[config.mk]
export PLATFORM = sky130hd
export DESIGN_NAME = hazard_detection_unit_flat
export DESIGN_NICKNAME = d
export VERILOG_FILES = /design/src/rtl/hazard_pkg.sv /design/src/rtl/hazard_detection_unit_if.sv /design/src/rtl/mult_stall_counter.sv /design/src/rtl/hazard_detection_unit.sv /design/src/flat_wrapper.sv
export SDC_FILE = /design/constraint.sdc
export NUM_CORES = 1
export LEC_CHECK = 0
export CAP_MARGIN = 20
export CORE_MARGIN = 2
export CORE_UTILIZATION = 38
export DETAILED_ROUTE_END_ITERATION = 8
export DONT_BUFFER_PORTS = 1
export PLACE_DENSITY = 0.61
export SLEW_MARGIN = 0
export SYNTH_ARGS = -nofsm -noshare
export SYNTH_HDL_FRONTEND = slang
export SYNTH_SLANG_ARGS = --single-unit
[constraint.sdc]
create_clock -name clk -period 1.5 [get_ports clk]
set_input_delay 0.075 -clock clk [delete_from_list [all_inputs] [get_ports clk]]
set_output_delay 0.075 -clock clk [all_outputs]
set_load 0.02 [all_outputs]
[src/rtl/hazard_pkg.sv]
// Shared constants for the pipeline hazard detection unit:
// control-code bit positions, the code words and the multiply FSM states.
package hazard_pkg;

    localparam int BIT_FLUSH  = 2;
    localparam int BIT_HOLD   = 1;
    localparam int BIT_BUBBLE = 0;

    // Code word bit order is {flush_ifid, hold_front, bubble_idex}
    localparam logic [2:0] CODE_BRANCH =
        (3'b001 << BIT_FLUSH) | (3'b001 << BIT_BUBBLE);
    localparam logic [2:0] CODE_MULT   = (3'b001 << BIT_HOLD);
    localparam logic [2:0] CODE_HD     =
        (3'b001 << BIT_HOLD) | (3'b001 << BIT_BUBBLE);
    localparam logic [2:0] CODE_NONE   = 3'b000;

    typedef enum logic {
        IDLE = 1'b0,
        BUSY = 1'b1
    } mult_state_t;

endpackage

[src/rtl/hazard_detection_unit_if.sv]
// Pipeline-side signal bundle of the hazard detection unit.
// slave is the detector's view, master the pipeline's.
interface hazard_detection_unit_if;

    logic       branch_taken;
    logic       idex_mult;
    logic       idex_memread;
    logic [4:0] idex_rt;
    logic [4:0] ifid_rs;
    logic [4:0] ifid_rt;
    logic       ifid_uses_rt;
    logic       en_B1;
    logic       en_M2;
    logic       en_H3;
    logic [2:0] en_Branch;
    logic [2:0] en_Mult;
    logic [2:0] en_HD;
    logic [2:0] nothing;
    logic       mult_busy;
    logic       mult_done;

    modport slave (
        input  branch_taken, idex_mult, idex_memread,
        input  idex_rt, ifid_rs, ifid_rt, ifid_uses_rt,
        output en_B1, en_M2, en_H3,
        output en_Branch, en_Mult, en_HD, nothing,
        output mult_busy, mult_done
    );

    modport master (
        output branch_taken, idex_mult, idex_memread,
        output idex_rt, ifid_rs, ifid_rt, ifid_uses_rt,
        input  en_B1, en_M2, en_H3,
        input  en_Branch, en_Mult, en_HD, nothing,
        input  mult_busy, mult_done
    );

endinterface

[src/rtl/mult_stall_counter.sv]
// Multiply occupancy FSM: counts the BUSY cycles that follow the
// trigger cycle so EX is held for exactly MULT_LAT cycles per multiply.
module mult_stall_counter
    import hazard_pkg::*;
#(
    parameter int MULT_LAT = 32
) (
    input  logic clk,
    input  logic rst,
    input  logic start,
    input  logic abort,
    output logic busy,
    output logic done
);

    localparam int CW = $clog2(MULT_LAT);

    mult_state_t   state, state_n;
    logic [CW-1:0] cnt, cnt_n;

    always_ff @(posedge clk) begin
        if (rst) begin
            state <= IDLE;
            cnt   <= '0;
        end else begin
            state <= state_n;
            cnt   <= cnt_n;
        end
    end

    // Trigger cycle is not BUSY, so BUSY lasts MULT_LAT-1 cycles
    always_comb begin
        state_n = state;
        cnt_n   = cnt;
        busy    = 1'b0;
        done    = 1'b0;
        unique case (state)
            IDLE: begin
                if (start) begin
                    state_n = BUSY;
                    cnt_n   = CW'(MULT_LAT - 2);
                end
            end
            BUSY: begin
                busy = 1'b1;
                if (abort) begin
                    state_n = IDLE;
                    cnt_n   = '0;
                end else if (cnt == '0) begin
                    done    = 1'b1;
                    state_n = IDLE;
                end else begin
                    cnt_n = cnt - 1'b1;
                end
            end
            default: begin
                state_n = IDLE;
                cnt_n   = '0;
            end
        endcase
    end

endmodule

[src/rtl/hazard_detection_unit.sv]
// Detects branch flush, multiply occupancy and load-use hazards and
// arbitrates them by fixed priority: branch > multiply > load-use.
module hazard_detection_unit
    import hazard_pkg::*;
#(
    parameter int MULT_LAT = 32
) (
    input  logic                    clk,
    input  logic                    rst,
    hazard_detection_unit_if.slave  hd
);

    logic busy;
    logic done;
    logic start;
    logic hit;
    logic m2_raw;

    assign start = hd.idex_mult && !hd.branch_taken;

    mult_stall_counter #(
        .MULT_LAT (MULT_LAT)
    ) u_mult (
        .clk   (clk),
        .rst   (rst),
        .start (start),
        .abort (hd.branch_taken),
        .busy  (busy),
        .done  (done)
    );

    assign hit = hd.idex_memread
              && (hd.idex_rt != 5'd0)
              && ((hd.idex_rt == hd.ifid_rs)
               || (hd.ifid_uses_rt && hd.idex_rt == hd.ifid_rt));

    // idex_mult only matters in IDLE; the held instruction is ignored when BUSY
    assign m2_raw = busy || hd.idex_mult;

    assign hd.en_B1     = !rst && hd.branch_taken;
    assign hd.en_M2     = !rst && !hd.branch_taken && m2_raw;
    assign hd.en_H3     = !rst && !hd.branch_taken && !m2_raw && hit;
    assign hd.mult_busy = !rst && busy;
    assign hd.mult_done = !rst && done;

    assign hd.en_Branch = CODE_BRANCH;
    assign hd.en_Mult   = CODE_MULT;
    assign hd.en_HD     = CODE_HD;
    assign hd.nothing   = CODE_NONE;

endmodule

[src/flat_wrapper.sv]
// flat-port wrapper written by rule: the top's interface ports become plain ports
module hazard_detection_unit_flat import hazard_pkg::*;
#(
    parameter int MULT_LAT = 32
)
  (clk, rst, hd_branch_taken, hd_idex_mult, hd_idex_memread, hd_idex_rt, hd_ifid_rs, hd_ifid_rt, hd_ifid_uses_rt, hd_en_B1, hd_en_M2, hd_en_H3, hd_en_Branch, hd_en_Mult, hd_en_HD, hd_nothing, hd_mult_busy, hd_mult_done);
  hazard_detection_unit_if hd_i ();
  input  logic clk;
  input  logic rst;
  input wire logic [$bits(hd_i.branch_taken)-1:0] hd_branch_taken;
  input wire logic [$bits(hd_i.idex_mult)-1:0] hd_idex_mult;
  input wire logic [$bits(hd_i.idex_memread)-1:0] hd_idex_memread;
  input wire logic [$bits(hd_i.idex_rt)-1:0] hd_idex_rt;
  input wire logic [$bits(hd_i.ifid_rs)-1:0] hd_ifid_rs;
  input wire logic [$bits(hd_i.ifid_rt)-1:0] hd_ifid_rt;
  input wire logic [$bits(hd_i.ifid_uses_rt)-1:0] hd_ifid_uses_rt;
  output wire logic [$bits(hd_i.en_B1)-1:0] hd_en_B1;
  output wire logic [$bits(hd_i.en_M2)-1:0] hd_en_M2;
  output wire logic [$bits(hd_i.en_H3)-1:0] hd_en_H3;
  output wire logic [$bits(hd_i.en_Branch)-1:0] hd_en_Branch;
  output wire logic [$bits(hd_i.en_Mult)-1:0] hd_en_Mult;
  output wire logic [$bits(hd_i.en_HD)-1:0] hd_en_HD;
  output wire logic [$bits(hd_i.nothing)-1:0] hd_nothing;
  output wire logic [$bits(hd_i.mult_busy)-1:0] hd_mult_busy;
  output wire logic [$bits(hd_i.mult_done)-1:0] hd_mult_done;
  assign hd_i.branch_taken = hd_branch_taken;
  assign hd_i.idex_mult = hd_idex_mult;
  assign hd_i.idex_memread = hd_idex_memread;
  assign hd_i.idex_rt = hd_idex_rt;
  assign hd_i.ifid_rs = hd_ifid_rs;
  assign hd_i.ifid_rt = hd_ifid_rt;
  assign hd_i.ifid_uses_rt = hd_ifid_uses_rt;
  assign hd_en_B1 = hd_i.en_B1;
  assign hd_en_M2 = hd_i.en_M2;
  assign hd_en_H3 = hd_i.en_H3;
  assign hd_en_Branch = hd_i.en_Branch;
  assign hd_en_Mult = hd_i.en_Mult;
  assign hd_en_HD = hd_i.en_HD;
  assign hd_nothing = hd_i.nothing;
  assign hd_mult_busy = hd_i.mult_busy;
  assign hd_mult_done = hd_i.mult_done;
  hazard_detection_unit #(.MULT_LAT(MULT_LAT)) u_core (.clk(clk), .rst(rst), .hd(hd_i));
endmodule
Word level (Yosys, flattened, before mapping)
Index checks and enable logic that the tools add are counted.
{ "totals": {"out_inout_bits": 17, "reg_bits": 6, "inputBits": 21, "wordCells": 39} }
{ "classes": {"n_bitwise": 1, "reduce_logical": 19, "n_eq_ne": 4, "add_sub_neg": 1, "mux": 12} }
{ "op_table": {"columns": ["op", "count"], "rows": [
  ["$mux W5", 3],
  ["$logic_and A1 B1 Y1", 11],
  ["$eq A5 B5 Y1", 2],
  ["$pmux W5 S2", 1],
  ["$mux W1", 7],
  ["$logic_not A5 Y1", 1],
  ["$reduce_bool A5 Y1", 1],
  ["$sub A5 B1 Y5 const B", 1],
  ["$logic_not A1 Y1", 3],
  ["$ne A3 B3 Y1 const B", 1],
  ["$logic_or A1 B1 Y1", 2],
  ["$ne A2 B1 Y1 const B", 1],
  ["$pmux W1 S2", 1],
  ["$reduce_and A2 Y1", 1],
  ["$not A1 Y1", 1]
]} }

Logic depth before layout (Yosys ltp)
Gate-level depths: netlist of the first run.
{ "depth": {"word_depth": 5, "mapped_depth": 6, "ltp_nobuf": 6} }

Modules after synthesis
From an unflattened synthesis of the first run, not the netlist that was laid out.
{ "unflattened": {"cells_unflattened": 78, "hier_area_um2": 603.1} }
{ "modules_own_cells": {"columns": ["module", "seq_area_each_um2", "instances", "area_per_inst_um2", "cells_each"], "rows": [
  ["mult_stall_counter", 120.1, 1, 337.8, 40],
  ["hazard_detection_unit", 0.0, 1, 265.3, 38]
]} }

Least setup slack after synthesis of the first run
No wires, ideal clock.
{ "synth_timing": {"kind": "register -> output", "start": "register u_core.u_mult.cnt[0]", "end": "output port hd_mult_done", "arrival_time_ns": 1.622, "required_time_ns": 1.425, "path_slack_ns": -0.197, "path_buffers": 0, "path_stages_with_launch": 5, "path_cell_list": "dfxtp_1 -> inv_1 -> ha_1 -> or3b_4 -> nor4_1"} }
{ "synth_via": {"elab_chain_len": 5} }
{ "synth_rtl": {"columns": ["element", "line", "text"], "rows": [
  ["from (decl)", "mult_stall_counter.sv:19", "logic [CW-1:0] cnt, cnt_n;"],
  ["from (signal assigned)", "mult_stall_counter.sv:27", "cnt <= cnt_n;"],
  ["$logic_not A5 Y1", "mult_stall_counter.sv:49", "end else if (cnt == '0) begin"],
  ["$mux W1", "mult_stall_counter.sv:49", null],
  ["$mux W1", "mult_stall_counter.sv:46", "if (abort) begin"],
  ["$mux W1", "mult_stall_counter.sv:37", "unique case (state)"],
  ["$logic_and A1 B1 Y1", "hazard_detection_unit.sv:44", "assign hd.mult_done = !rst && done;"],
  ["to (decl)", "flat_wrapper.sv:25", "output wire logic [$bits(hd_i.mult_done)-1:0] hd_mult_done;"]
]} }
No other way between the ends.

Worst setup path after layout of the first run
{ "layout_timing": {"start": "register u_core.u_mult.cnt[1]", "end": "register u_core.u_mult.cnt[0]"} }
{ "layout_via": {"elab_chain_len": 3} }
{ "layout_rtl": {"columns": ["element", "line"], "rows": [
  ["$logic_not A5 Y1", "mult_stall_counter.sv:49"],
  ["$ne A3 B3 Y1 (no source line)", null],
  ["$reduce_and A2 Y1 (no source line)", null]
]} }
No other way between the ends.
A chain may end at the register's enable or synchronous reset.

==> reports/results.txt, run 1 <==
Peak VDD IR - 0.4760 mV
Slew Viols, Final - 0
Int Power - 0.3638 mW
Post-placement cell area - 646.9 um2
Final WL - 1.351 mm
DR vias - 544
Mapped Area - 594.3 um2
Ports - 38
Grt ovf - 0
TritonCTS clock tree - yes
IO buf count - 0
CTS Sinks - 6
Fillers - 141
Wire per inst - 12.87 um
Clock-pin slew on the worst setup and hold paths - 0.05 ns
Period minus WS final - 1.733 ns
Antenna Violating Nets Remaining - 0
Share of layout cells above drive strength 1 - 30.34%
Largest net degree at the start of global routing - 10
Max Cap Violations - 0
Hold WC Path Type - input pin to flip-flop
Iter 0 DRT Violations - 13
Seq/Total Area, Yosys - 20.21%
Worst skew pair latency - 0.25 ns
P_sw - 0.1732 mW
Commonest cells after routing, fill and taps aside - conb_1, nor2_1, buf_4
Pre-CTS worst setup slack - -0.09922 ns
Register bit total from synthesis - 6
Gpl congestion - 0.8181
Global-route wire length before repair - 2.076 mm
Syn. warnings - 0
Syn-to-layout area delta - 21.68%
Setup crit start kind - flip-flop
Failing checks - setup timing
Via count of the first global-routing pass - 498
Max clock buf depth - 2
Synth unique cells - 27
Worst-path maximum fanout - 3
Commonest non-fill, non-tap cell in the layout - conb_1
Part of the power in registers - 34.0%
Die width - 43.55 um
Pwr/cell area - 742.5 nW/um2
Clk_skew - 0.005648 ns
First drt pass iteration count - 4
Crit path kind - flip-flop to flip-flop
CP arrival - 1.86 ns
Core area - 1489 um2
Antenna violations before repair - 0
RSZ-0062 raised after global routing - yes
Mapped Cells - 78
Switch share - 32.25%
Worst setup EP type - flip-flop
Chip Height - 43.55 um
Setup violations, final - 7
Pleak - 0.3040 nW
H-tree levels - 1
Die area - 1896 um2
Worst endpoint required time - 1.62 ns
Comb power frac - 37.7%
DRC - 0
Worst setup margin - -0.2335 ns
F_max - 0.5769 GHz
Final net count - 113
Status - complete, but fails checks
Clock share of power - 28.3%
Initial core utilization - 39.92%
Finished Core Util - 48.57%
Rows - 14
Detail Placement HPWL - 992.8 um
Fin crit share - 115.6%
Finished layout cell area - 723.2 um2
TritonCTS buffer count - 3
Final Hold Fails - 0
GR Util All Layers - 14.66%
Synth Area per Inst - 7.619 um2
CTS root buffer - clkbuf_4
Via density - 5.181
Antenna cell count - 0
-- cell type report --
class / instances / area [um2] / share of cell area [%]
Multi-Input combinational cell: 62 / 427.9 / 59.17
Sequential cell: 6 / 122.6 / 16.96
Timing Repair Buffer: 13 / 111.4 / 15.40
Clock buffer: 3 / 22.52 / 3.114
Tap cell: 16 / 20.02 / 2.768
Inverter: 5 / 18.77 / 2.595
-- path summary, 6_finish.rpt --
kind	slack (ns)	startpoint	cells past startpoint	end
max reg2reg	-0.23	u_core.u_mult.cnt[1]$_SDFFE_PP0P_	7	u_core.u_mult.cnt[0]$_SDFFE_PP0P_
min reg2reg	0.55	u_core.u_mult.cnt[3]$_SDFFE_PP0P_	2	u_core.u_mult.cnt[3]$_SDFFE_PP0P_
min	0.02	rst	2	u_core.u_mult.state$_SDFF_PP0_
max	-0.23	u_core.u_mult.cnt[1]$_SDFFE_PP0P_	7	u_core.u_mult.cnt[0]$_SDFFE_PP0P_
-- power by group through the flow --
stage               clock network, mW  logic [mW]  registers, mW
global route                    0.171       0.219          0.183
CTS                             0.158       0.191          0.182
detailed placement                  0       0.165          0.184
global placement                    0       0.163          0.184
finish                          0.152       0.202          0.183
floorplan                           0       0.150          0.184
-- flip-flops by register name (all words and copies together) (netlist names) --
signal and flops:
u_core.u_mult.cnt 5, u_core.u_mult.state 1
-- stage by stage --
step / TNS [ns] / std cells / hold slack, ns / total power, mW
final: -1.069 / 105 / 0.01769 / 0.5370
after global routing: -1.390 / 105 / 0.01996 / 0.5734
after CTS: -0.9464 / 104 / 0.01384 / 0.5300
after detailed placement: -0.2556 / 99 / 0.1488 / 0.3497
after global placement: -0.1776 / 99 / 0.1463 / 0.3466
after floorplan: -0.1048 / 88 / 0.2987 / 0.3335
-- layer usage --
layer  GRT usage [%]  vias to the layer above  routed length (um)
met1           18.32                      257                 574
met3           4.167                        4                  81
met2           22.06                       18                 669
li1                -                      265                   -
met5               0                        -                   0
met4           9.091                        0                  25
-- cells by family after synthesis --
| family | Yosys count | share of synthesized area (%) |
|---|---|---|
| fa+ha+maj | 1 | 2.105 |
| flops | 6 | 20.21 |
| xor+xnor | 10 | 14.74 |
| mux | 1 | 1.684 |
| compound gates | 13 | 18.32 |
| simple gates | 25 | 21.47 |
| buf+inv | 20 | 20.21 |
| other cells | 2 | 1.264 |
-- timing repair --
| action | CTS | global route |
|---|---|---|
| gates cloned | 0 | 0 |
| gates resized for setup | 4 | 2 |
| hold endpoints to repair | 5 | 0 |
| hold buffers | 1 | 0 |
| pin swaps | 2 | 1 |
| setup endpoints to repair | 5 | 7 |
| setup buffers | 1 | 1 |
-- synth_stat cells --
cell	number	share of area (%)
mux2i_1	1	1.7
a2bb2oi_1	1	1.5
inv_1	5	3.2
o221a_1	1	1.9
conb_1	2	1.3
dfxtp_1	6	20
ha_1	1	2.1
nor2_1	10	6.3
a21oi_1	3	2.5
nor2b_1	2	2.1
a21o_2	1	1.5
nand3_1	2	1.7
xnor2_1	3	4.4
o32a_4	1	3.8
nor4_1	2	2.1
o31a_2	1	1.7
xor2_1	7	10
nor3_1	6	5.1
a31oi_1	1	1.1
buf_4	12	15
or3b_4	1	1.9
or4_1	1	1.3
o21ai_0	2	1.7
a22oi_1	1	1.3
nand2b_1	1	1.1
clkbuf_1	3	1.9
o2111ai_1	1	1.5
-- worst max-delay path: stages, from the launching register on --
cell,delay (ns)
dfxtp_2,0.31
inv_2,0.06
ha_4,0.13
or3b_4,0.39
buf_6,0.14
o32a_4,0.33
mux2i_2,0.20
nor2_1,0.06
Note: power is estimated with default switching activity, not from simulation.
==> run 2, diff against run 1 <==
--- a/config.mk
+++ b/config.mk
@@ -10,7 +10,8 @@
 export CORE_UTILIZATION = 38
 export DETAILED_ROUTE_END_ITERATION = 8
 export DONT_BUFFER_PORTS = 1
-export PLACE_DENSITY = 0.61
+export HOLD_SLACK_MARGIN = 0.05
+export PLACE_DENSITY = 0.59
 export SLEW_MARGIN = 0
 export SYNTH_ARGS = -nofsm -noshare
 export SYNTH_HDL_FRONTEND = slang
==> constraint.sdc (replaced) <==
create_clock -name clk -period 1.7 [get_ports clk]
set_input_delay 0.085 -clock clk [delete_from_list [all_inputs] [get_ports clk]]
set_output_delay 0.085 -clock clk [all_outputs]
set_load 0.02 [all_outputs]
==> run 2 against run 1 <==
The flow still finishes with violations (setup timing). Clock power down 11%. Clock-buffer cell count unchanged. Sequential share of layout area up 0.96 points. Final area down 5.4%. Cell count down 3.8%. Clock skew down 0.0050 ns. Register-to-register slack better by 0.29 ns. Critical endpoint is now hd_mult_done. Largest cell class unchanged.
==> reports/results.txt, run 2 (same netlist as run 1, synthesis figures left out) <==
RSZ-0062 raised after global routing - yes
Placed instance count - 93 (-6.1%)
Finished layout cell area - 684.4 um2 (-5.4%)
DRC - 0 (unchanged)
Syn-to-layout area delta - 15.16%
Finished Core Util - 45.97% (-2.6 points)
Via count of the first global-routing pass - 503 (+1.0%)
TritonCTS buffer count - 3 (unchanged)
Tot Pwr - 0.4479 mW (-17%)
Reg with most FFs - u_core.u_mult.cnt
R2R setup slack - 0.06 ns (+0.29 ns)
Max clock buf depth - 2 (unchanged)
Crit path capture - hd_mult_done
F_max - 0.5774 GHz
Worst-path maximum fanout - 3 (unchanged)
CP arrival - 1.65 ns (-0.21 ns)
Hold WC Path Type - input pin to flip-flop
Pleak - 0.2841 nW (-6.5%)
R2R cell count - 8 (+1)
Largest net degree at the start of global routing - 10 (unchanged)
Regs by FF count - u_core.u_mult.cnt: 5 flops, u_core.u_mult.state: 1 flops
Final hold slack - 0.09905 ns (+0.08136 ns)
Post-placement cell area - 586.8 um2 (-9.3%)
Clock-pin slew on the worst setup and hold paths - 0.05 ns (about the same)
H-tree levels - 1 (unchanged)
CTS root buffer - clkbuf_4
Worst skew pair latency - 0.25 ns (about the same)
Setup crit start kind - flip-flop
Detail Placement HPWL - 934 um (-5.9%)
TritonCTS clock tree - yes
Wire per inst - 12.08 um (-6.1%)
Crit path kind - flip-flop to primary output
Core area - 1489 um2 (unchanged)
Initial core utilization - 39.92% (unchanged)
Peak VDD IR - 0.3911 mV (-18%)
Gpl congestion - 0.7509 (-8.2%)
Status - complete, but fails checks
Antenna Violating Nets Remaining - 0 (unchanged)
Antenna cell count - 0 (unchanged)
Fin cells - 101 (-3.8%)
Die width - 43.55 um (unchanged)
First drt pass iteration count - 4 (unchanged)
Fin crit share - 101.9%
Global-route wire length before repair - 2.035 mm (-2.0%)
DR vias - 537 (-1.3%)
IO buf count - 0 (unchanged)
Failing checks - setup timing
Worst setup EP type - primary output
Crit path launch - u_core.u_mult.cnt[1]$_SDFFE_PP0P_
Worst R2R End - u_core.u_mult.cnt[1]$_SDFFE_PP0P_
Final net count - 109 (-3.5%)
Share of layout cells above drive strength 1 - 24.71% (-5.6 points)
Die area - 1896 um2 (unchanged)
GR Util All Layers - 14.01% (-0.66 points)
Chip Height - 43.55 um (unchanged)
Commonest non-fill, non-tap cell in the layout - conb_1
Commonest cells after routing, fill and taps aside - conb_1, nor2_1, xor2_1
Via density - 5.317 (+2.6%)
Reg2reg start - u_core.u_mult.cnt[1]$_SDFFE_PP0P_
Ports - 38 (unchanged)
Setup violations, final - 1 (-6)
Slew Viols, Final - 0 (unchanged)
Period minus WS final - 1.732 ns
Rows - 14 (unchanged)
Grt ovf - 0 (unchanged)
Fillers - 136 (-3.5%)
Worst setup margin - -0.03198 ns (+0.2015 ns)
Final Hold Fails - 0 (unchanged)
Final WL - 1.220 mm (-9.7%)
Iter 0 DRT Violations - 8 (-5)
Max Cap Violations - 0 (unchanged)
Clk_skew - 0.0006150 ns (-0.005033 ns)
Worst endpoint required time - 1.62 ns (about the same)
CTS Sinks - 6 (unchanged)
Largest register FFs - 5 (unchanged)
Pwr/cell area - 654.4 nW/um2 (-12%)
Antenna violations before repair - 0 (unchanged)
[run 2: cell count changes in the layout (fill, tap and decap cells not counted), sizes merged]
cell	change
buf	-5
dlygate4sd3	+1
[run 2: report_power, final]
group | internal, mW | total [mW] | switching [mW]
sequential | 0.152 | 0.162 | 0.0107
combinational | 0.0696 | 0.150 | 0.0808
clock | 0.0801 | 0.135 | 0.0549
total | 0.301 | 0.448 | 0.146
[run 2: worst min path at each step]
stage	startpoint	to	slack [ns]	cells after the start
2_1_floorplan	hd_idex_memread	hd_en_H3	0.32	2
3_3_place_gp	rst	u_core.u_mult.cnt[0]$_SDFFE_PP0P_	0.16	1
3_5_place_dp	rst	u_core.u_mult.cnt[4]$_SDFFE_PP0P_	0.16	1
4_1_cts	hd_branch_taken	u_core.u_mult.cnt[1]$_SDFFE_PP0P_	0.07	3
5_1_grt	hd_branch_taken	u_core.u_mult.cnt[1]$_SDFFE_PP0P_	0.11	3
6_report	hd_branch_taken	u_core.u_mult.cnt[4]$_SDFFE_PP0P_	0.1	3
[run 2: layer usage]
metal	vias to the layer above	track usage, %	part of all wire [%]	routed length [um]
li1	258	-	-	-
met1	252	16.88	42	514
met2	24	23.24	51	619
met3	3	2.917	5.8	71
met4	0	7.273	1.1	14
met5	-	0	0	0
[run 2: what timing repair did]
| action | in CTS | in global routing |
|---|---|---|
| resized for setup | 8 | 1 |
| endpoints found under the setup margin | 1 | 2 |
| endpoints found under the hold margin | 6 | 0 |
| pin swaps | 1 | 1 |
| setup buffers | 3 | 0 |
| hold buffers | 2 | 0 |
[run 2: area by class of cell]
class,instances,area (um2),share of cell area [%]
Sequential cell,6,122.6,17.92
Timing Repair Buffer,9,76.32,11.15
Tap cell,16,20.02,2.925
Multi-Input combinational cell,62,424.2,61.97
Clock buffer,3,22.52,3.291
Inverter,5,18.77,2.742
[run 2: through the flow]
stage / worst slack [ns] / TNS (ns)
6_report: -0.03198 / -0.03198
2_1_floorplan: 0.05408 / 0
4_1_cts: -0.03944 / -0.04807
5_1_grt: -0.08515 / -0.1269
3_5_place_dp: 0.03312 / 0
3_3_place_gp: 0.04763 / 0
[run 2: critical path, stage by stage (launching register included)]
cell	delay (ns)
dfxtp_2	0.32
inv_2	0.06
ha_4	0.12
or3b_4	0.38
buf_6	0.14
nor4_4	0.19
buf_4	0.18
